File: src/rtl/mult_sched_pkg.sv
// Shared types and default sizing for the multiply/descale scheduler.
package mult_sched_pkg;

   localparam int DEF_NREQ = 4;
   localparam int DEF_LAT  = 6;
   localparam int DEF_TAGW = 8;
   localparam int DEF_IDW  = $clog2(DEF_NREQ);

   typedef enum logic {
      DRAIN = 1'b0,
      RUN   = 1'b1
   } sched_state_t;

   // Delay-line entry layout at default sizing; the top re-declares it at its own widths.
   typedef struct packed {
      logic                valid;
      logic [DEF_IDW-1:0]  id;
      logic [DEF_TAGW-1:0] tag;
   } dl_entry_t;

endpackage

File: src/rtl/mult_descale_sched_rr_arbiter.sv
// Combinational round-robin arbiter: first requester at or after ptr, wrapping.
module rr_arbiter
   import mult_sched_pkg::*;
#(
   parameter int NREQ = DEF_NREQ
) (
   input  logic [NREQ-1:0]          req,
   input  logic [$clog2(NREQ)-1:0]  ptr,
   output logic [NREQ-1:0]          grant,
   output logic [$clog2(NREQ)-1:0]  grant_id
);

   int unsigned idx;
   logic        found;

   always_comb begin
      grant    = '0;
      grant_id = '0;
      found    = 1'b0;
      idx      = 0;
      for (int unsigned k = 0; k < NREQ; k++) begin
         idx = (32'(ptr) + k) % NREQ;
         if (!found && req[idx]) begin
            found      = 1'b1;
            grant[idx] = 1'b1;
            grant_id   = $clog2(NREQ)'(idx);
         end
      end
   end

endmodule

File: src/rtl/mult_descale_sched.sv
// Shares one fixed-latency multiply/descale pipeline among NREQ requesters,
// tracking in-flight ops with an id/tag delay line and steering results back.
module mult_descale_sched
   import mult_sched_pkg::*;
#(
   parameter int NREQ = DEF_NREQ,
   parameter int LAT  = DEF_LAT,
   parameter int TAGW = DEF_TAGW
) (
   input  logic                 clock,
   input  logic                 reset,
   input  logic [NREQ-1:0]      req_valid,
   input  logic [NREQ*32-1:0]   req_a,
   input  logic [NREQ*32-1:0]   req_b,
   input  logic [NREQ*TAGW-1:0] req_tag,
   input  logic [NREQ-1:0]      req_natlog,
   output logic [NREQ-1:0]      req_ready,
   input  logic                 issue_en,
   output logic                 mult_valid,
   output logic [31:0]          mult_a,
   output logic [31:0]          mult_b,
   output logic [TAGW-1:0]      mult_tag,
   output logic                 mult_natlog,
   input  logic                 mult_zvalid,
   input  logic [31:0]          mult_z,
   input  logic [TAGW-1:0]      mult_ztag,
   output logic [NREQ-1:0]      rsp_valid,
   output logic [31:0]          rsp_z,
   output logic [TAGW-1:0]      rsp_tag,
   output logic                 busy,
   output logic                 err
);

   localparam int IDW = $clog2(NREQ);
   localparam int CW  = $clog2(LAT + 2);

   typedef struct packed {
      logic            valid;
      logic [IDW-1:0]  id;
      logic [TAGW-1:0] tag;
   } entry_t;

   sched_state_t   state, state_nxt;
   logic [CW-1:0]  drain_cnt, drain_cnt_nxt;
   logic [IDW-1:0] rr_ptr, gnt_id, mult_id;
   logic [NREQ-1:0] arb_grant;
   logic           grant_any;
   entry_t         dl [LAT];
   entry_t         tail;
   logic           dl_any;

   rr_arbiter #(.NREQ(NREQ)) u_arb (
      .req      (req_valid),
      .ptr      (rr_ptr),
      .grant    (arb_grant),
      .grant_id (gnt_id)
   );

   always_comb begin
      state_nxt     = state;
      drain_cnt_nxt = drain_cnt;
      req_ready     = '0;
      case (state)
         DRAIN: begin
            drain_cnt_nxt = drain_cnt - 1'b1;
            if (drain_cnt == CW'(1)) state_nxt = RUN;
         end
         RUN: begin
            if (issue_en) req_ready = arb_grant;
         end
         default: state_nxt = DRAIN;
      endcase
   end

   assign grant_any = |req_ready;

   always_ff @(posedge clock) begin
      if (reset) begin
         state     <= DRAIN;
         drain_cnt <= CW'(LAT + 1);
      end else begin
         state     <= state_nxt;
         drain_cnt <= drain_cnt_nxt;
      end
   end

   always_ff @(posedge clock) begin
      if (reset) begin
         rr_ptr      <= '0;
         mult_valid  <= 1'b0;
         mult_a      <= '0;
         mult_b      <= '0;
         mult_tag    <= '0;
         mult_natlog <= 1'b0;
         mult_id     <= '0;
      end else begin
         mult_valid <= grant_any;
         if (grant_any) begin
            mult_a      <= req_a[32*int'(gnt_id) +: 32];
            mult_b      <= req_b[32*int'(gnt_id) +: 32];
            mult_tag    <= req_tag[TAGW*int'(gnt_id) +: TAGW];
            mult_natlog <= req_natlog[gnt_id];
            mult_id     <= gnt_id;
            rr_ptr      <= (gnt_id == IDW'(NREQ - 1)) ? '0 : gnt_id + 1'b1;
         end
      end
   end

   // The mult_* register acts as stage 0, so a LAT-deep line lands on the result cycle.
   always_ff @(posedge clock) begin
      if (reset) begin
         for (int unsigned i = 0; i < LAT; i++) dl[i] <= '0;
      end else begin
         dl[0] <= '{valid: mult_valid, id: mult_id, tag: mult_tag};
         for (int unsigned i = 1; i < LAT; i++) dl[i] <= dl[i-1];
      end
   end

   assign tail = dl[LAT-1];

   always_comb begin
      dl_any = mult_valid;
      for (int unsigned i = 0; i < LAT; i++) dl_any = dl_any | dl[i].valid;
   end

   always_ff @(posedge clock) begin
      if (reset) begin
         rsp_valid <= '0;
         rsp_z     <= '0;
         rsp_tag   <= '0;
         err       <= 1'b0;
      end else begin
         rsp_valid <= '0;
         if (state == RUN) begin
            if (tail.valid) begin
               if (mult_zvalid && (mult_ztag == tail.tag)) begin
                  rsp_valid[tail.id] <= 1'b1;
                  rsp_z              <= mult_z;
                  rsp_tag            <= mult_ztag;
               end else begin
                  err <= 1'b1;
               end
            end else if (mult_zvalid) begin
               err <= 1'b1;
            end
         end
      end
   end

   assign busy = (state == DRAIN) | dl_any | (|rsp_valid);

endmodule

File: config.mk
export PLATFORM = sky130hd
export DESIGN_NAME = mult_descale_sched
export DESIGN_NICKNAME = d
export VERILOG_FILES = /design/src/rtl/mult_sched_pkg.sv /design/src/rtl/mult_descale_sched_rr_arbiter.sv /design/src/rtl/mult_descale_sched.sv
export SDC_FILE = /design/constraint.sdc
export NUM_CORES = 1
export LEC_CHECK = 0
export ABC_AREA = 0
export BUFFER_PORTS_ARGS = -buffer_cell sky130_fd_sc_hd__clkbuf_2
export CORE_UTILIZATION = 32
export CTS_CLUSTER_DIAMETER = 200
export CTS_CLUSTER_SIZE = 28
export DETAILED_ROUTE_END_ITERATION = 8
export PLACE_DENSITY = 0.62
export SYNTH_ARGS = -nofsm -noshare
export SYNTH_HDL_FRONTEND = slang
export SYNTH_SLANG_ARGS = --single-unit
File: constraint.sdc
create_clock -name clock -period 10.7 [get_ports clock]
set_input_delay 1.07 -clock clock [delete_from_list [all_inputs] [get_ports clock]]
set_output_delay 1.07 -clock clock [all_outputs]
set_load 0.05 [all_outputs]
==> results of run 1 <==
[layout make-up]
| type | count | area, µm² |
|---|---|---|
| fill | 3709 | 21000 |
| multi-input combinational | 1189 | 6980 |
| sequential | 193 | 3870 |
| timing repair buffer | 476 | 2420 |
| tap | 461 | 577 |
| clock buffer | 19 | 443 |
| clock inverter | 13 | 150 |
| inverter | 6 | 22.5 |
| antenna | 1 | 2.50 |
[cell families after synthesis]
logic type / share of synthesized area (%)
simple gates: 21.0
compound gates: 28.3
flops: 33.5
buf+inv: 6.33
mux: 8.98
xor+xnor: 0.835
fa+ha+maj: 1.08
[worst max-delay path: cells and delay by family, from the launching register on]
family                     cells  cell delay (ps)
AOI/OAI and AO/OA              4             1050
and+or+nand+nor                1              440
buffers and inverters          3             1680
DFF                            1              910
muxes                          2              610
adders and majority gates      1              540
[synthesized netlist by cell type (2+ instances only)]
master	instances
o21ai_0	148
a211oi_2	8
nand2_1	240
buf_1	2
buf_2	32
dfxtp_1	193
buf_6	10
nor4_1	3
inv_1	6
o21ai_1	2
buf_4	7
nor3_1	2
a21oi_1	117
a221oi_1	74
a31oi_1	4
clkbuf_1	100
nor2_1	228
or2_2	2
nand3_1	7
o211a_1	5
mux2_2	78
and2_1	2
mux4_2	3
nor2b_1	70
ha_1	10
nor4b_1	2
xnor2_1	10
nand2b_1	4
nand4_1	5
a211oi_1	138
o211ai_1	6
mux2i_1	9
[state kept, by name, indices dropped and copies added (netlist names)]
register     cells
mult_a          32
mult_tag         8
err              1
mult_id          2
rsp_z           32
state            1
rsp_tag          8
drain_cnt        3
rsp_valid        4
dl              66
mult_valid       1
rr_ptr           2
mult_b          32
mult_natlog      1
[per-layer routing]
metal | share of wire, % | vias up
met5 | 0 | -
met4 | 2.5 | 0
met3 | 7.6 | 63
met2 | 48 | 490
met1 | 42 | 5752
li1 | - | 6168
[power breakdown]
part	leakage, nW	switching (mW)	internal (mW)
Sequential	1.56	0.00357	0.722
Clock	0.289	0.333	0.323
Combinational	4.14	0.169	0.132
[worst paths after layout]
path,end,slack (ps),depth (start not counted),from
setup reg to reg,mult_a[4],5180,11,rr_ptr[0]
hold / removal,dl[3][4],440,1,dl[2][4]
hold reg to reg,dl[3][4],440,1,dl[2][4]
setup / recovery,mult_a[4],5180,11,rr_ptr[0]
[metrics by stage]
| step | hold slack, ps | total power [mW] | util [%] | setup slack, ps |
|---|---|---|---|---|
| final | 438 | 1.68 | 40.8 | 5180 |
| after global routing | 453 | 1.76 | 40.8 | 4790 |
| after CTS | 439 | 1.71 | 40.8 | 5210 |
| after detailed placement | 420 | 1.04 | 39.1 | 5250 |
| after global placement | 416 | 1.04 | 39.1 | 5380 |
| after floorplan | 414 | 0.930 | - | 6680 |
==> results.txt, run 1 <==
status: finished, final reports clean
H-Tree Depth: 4
hold buffer count at CTS: 0
layout cells sized above 1: 31.9%
CTS root buf: clkbuf_16
first-pass GRT wire length: 59900 µm
syn_nets: 1889
Clock Skews: 11.1 ps
post-CTS setup buffers: 0
post-synthesis cell area: 11500 µm²
grt ovf: 0
unrepaired setup endpoints after global routing: no
top-area cell type share of the netlist area: 33.5%
CP max stage delay: 910 ps
Cell Pwr Density: 116 nW/µm²
worst setup path category: reg -> reg
HP Class: reg -> reg
Max FO, Critical Path: 88
WP data required: 10980 ps
worst skew pair latency: 450 ps
CP startpoint kind: flip-flop
placed cell area: 13900 µm²
initial antenna violation count: 1
crit-path cells: inv_1, ha_1, or3b_1, a211oi_2, o21ai_1, mux2i_4, buf_4, buf_4, mux2_2, a221oi_1, a211oi_2
Die Footprint: 36800 µm²
Clock Sinks: 193
DR pass1 iterations: 5
DR WL/cell: 16.9 µm
Die X: 192 µm
GRT Overall Usage: 20.5%
Layout Nets: 2233
Syn. warnings: 0
Ports: 464
Resized cells post-CTS: 0
final antenna-violating net count: 0
Setup crit end kind: flip-flop
count of final setup violators: 0
most frequent cells in the layout: clkbuf_2, nand2_1, nor2_1
largest net degree at the start of global routing: 104
peak supply drop: 0.0916 mV
asr flop ratio synth: 0%
Slowest cell on crit path: dfxtp_4
Final Max Tran Viols: 0
met1 track utilization from global routing: 25.2%
Synth area leaders: dfxtp_1, a211oi_1, nand2_1
total negative setup slack: 0 ps
port bufs: 463
ys flop type: dfxtp_1
Pleak: 5.99 nW
Iteration-0 DRC Markers: 890
Worst Tran Pin Value: 1300 ps
fin crit period: 5520 ps
Layout Cells excl Fill: 2358
Initial Util: 32.5%
final instance area: 14500 µm²
core area: 35500 µm²
GR met3 Demand/Resource: 5.32%
clock slew at reported path FFs: 80 ps
TritonCTS clock tree: built
busiest metal layer after global routing: met2
register area share after synthesis: 33.5%
relative slew slack: 13.1%
Inserted Clock Buffers: 17
WL final: 39800 µm
area grow syn2layout: 25.4%
Syn Inst Count: 1539
Final Hold Vio Count: 0
via count of the first global-routing pass: 10900
MaxCap Viol Count: 0
drt via density: 5.29
FP Rows: 69
DR DRC count: 0
Distinct cells, synth: 44
Die Y-Extent: 192 µm
HPWL Detailed: 27400 µm
most common cell after layout, fill and taps aside: clkbuf_2
met2 usage: 34.5%
clock buffer depth: 2
Cells after DPL: 2325
FF+latch count, synth: 193
Yosys top cell by area: dfxtp_1
mean post-synth cell area: 7.50 µm²
gpl congestion: 0.842
Worst EP arrival: 5800 ps
number of synthesized flops with an enable pin: 0
vias: 12500
Final Cycle Share: 51.6%
fmax: 0.181 GHz
(Power assumes the default switching activity.)
==> run 2: changes to the inputs <==
Clock period 10.7 ns to 5.5 ns, I/O delays scaled along.
==> results.txt, run 2 (synthesized netlist as in run 1, its figures left out) <==
DR DRC count: 0 (unchanged)
initial antenna violation count: 1 (unchanged)
hold buffer count at CTS: 0 (unchanged)
Resized cells post-CTS: 0 (unchanged)
WP data required: 5830 ps (-5150 ps)
core area: 35500 µm² (unchanged)
DR pass1 iterations: 5 (unchanged)
Die Y-Extent: 192 µm (unchanged)
largest net degree at the start of global routing: 146 (+40%)
clock buffer depth: 2 (unchanged)
final antenna-violating net count: 0 (unchanged)
fmax: 0.246 GHz (+36%)
worst setup path category: reg -> reg
Pleak: 6.06 nW (+1.3%)
GRT Overall Usage: 20.5% (about the same)
DR WL/cell: 16.6 µm (-1.5%)
Worst Tran Pin Value: 1260 ps (-44.5 ps)
WL final: 39300 µm (-1.3%)
peak supply drop: 0.267 mV (+190%)
post-layout util: 41.2% (+0.48 points)
MaxCap Viol Count: 0 (unchanged)
relative slew slack: 16.0% (+3.0 points)
number of flip-flops in the largest register: 66 (unchanged)
layout cells sized above 1: 32.1% (+0.23 points)
Clock Sinks: 193 (unchanged)
drt via density: 5.19 (-1.8%)
unrepaired setup endpoints after global routing: no
status: finished, final reports clean
port bufs: 463 (unchanged)
Final Hold Vio Count: 0 (unchanged)
Setup crit end kind: flip-flop
largest register by flop count: dl
Max FO, Critical Path: 112 (+27%)
HPWL Detailed: 27000 µm (-1.3%)
Inserted Clock Buffers: 17 (unchanged)
FP Rows: 69 (unchanged)
Overall Power: 3.36 mW (+100%)
Iteration-0 DRC Markers: 764 (-14%)
HP Class: in -> reg
post-CTS setup buffers: 0 (unchanged)
vias: 12300 (-1.6%)
Layout Nets: 2238 (+0.22%)
CTS root buf: clkbuf_16
Ports: 464 (unchanged)
area grow syn2layout: 26.8%
Hold Slack: 311 ps (-127 ps)
most frequent cells in the layout: clkbuf_2, nand2_1, nor2_1
Cell Pwr Density: 229 nW/µm² (+97%)
Die X: 192 µm (unchanged)
most common cell after layout, fill and taps aside: clkbuf_2
via count of the first global-routing pass: 11000 (+0.95%)
grt ovf: 0 (unchanged)
total negative setup slack: 0 ps (unchanged)
clock slew at reported path FFs: 90 ps (about the same)
first-pass GRT wire length: 59500 µm (-0.61%)
CP startpoint kind: flip-flop
Initial Util: 32.5% (unchanged)
Worst EP arrival: 4380 ps (-1420 ps)
worst skew pair latency: 460 ps (about the same)
TritonCTS clock tree: built
fin crit period: 4060 ps (-1460 ps)
Layout Cells excl Fill: 2363 (+0.21%)
Final Max Tran Viols: 0 (unchanged)
gpl congestion: 0.832 (-1.2%)
Die Footprint: 36800 µm² (unchanged)
H-Tree Depth: 4 (unchanged)
count of final setup violators: 0 (unchanged)
Clock Skews: 13.9 ps (+2.83 ps)
Cells after DPL: 2330 (+0.22%)
Final Cycle Share: 73.8% (+22 points)
==> run 2: changes by cell type in the layout (fill, tap and decap cells not counted) <==
cell and change:
buf_12 +6, inv_8 -6, inv_12 +5, clkinv_8 +3
buf_4 -1, clkbuf_1 -1, clkbuf_8 -1, clkinv_4 -1
clkinvlp_4 -1, inv_16 +1, inv_6 +1
==> run 2: per-stage QoR <==
stage / worst slack, ps / cell area, µm²
floorplan: 1750 / 11500
global placement: 1590 / 14000
detailed placement: 1450 / 14000
CTS: 1440 / 14600
global route: 1260 / 14600
finish: 1440 / 14600
==> run 2: area by class of cell <==
cell class                      count  area, µm²
Antenna cell                        1       2.50
Fill cell                        3624      20800
Multi-Input combinational cell   1189       6980
Timing Repair Buffer              481       2530
Sequential cell                   193       3870
Tap cell                          461        577
Inverter                            6       22.5
Clock inverter                     15        225
Clock buffer                       17        425
==> run 2: power breakdown <==
| part | internal [mW] | switching, mW | leakage [nW] |
|---|---|---|---|
| combinational | 0.264 | 0.329 | 4.20 |
| clock | 0.647 | 0.708 | 0.311 |
| sequential | 1.40 | 0.00562 | 1.56 |
| total | 2.31 | 1.04 | 6.06 |
==> run 2: critical path, cell delays in order (launching register included) <==
cell	delay, ps
dfxtp_1	310
buf_4	210
inv_1	140
ha_1	470
or3b_1	450
a211oi_2	460
o21ai_1	210
mux2i_4	290
buf_12	420
mux2_2	400
a221oi_1	340
a211oi_1	130
==> run 2: routing by layer <==
layer	wire, µm	vias to the layer above	track usage, %
li1	-	6181	-
met1	16300	5531	24.9
met2	18700	477	34.2
met3	2920	81	5.10
met4	1440	0	8.55
met5	0	-	0
==> run 2: final timing paths <==
path,depth (start not counted),slack (ps),start,end
max,11,1440,rr_ptr[1],mult_b[27]
min,3,310,mult_z[0],rsp_z[0]
max reg2reg,11,1440,rr_ptr[1],mult_b[27]
min reg2reg,1,430,dl[2][8],dl[3][8]
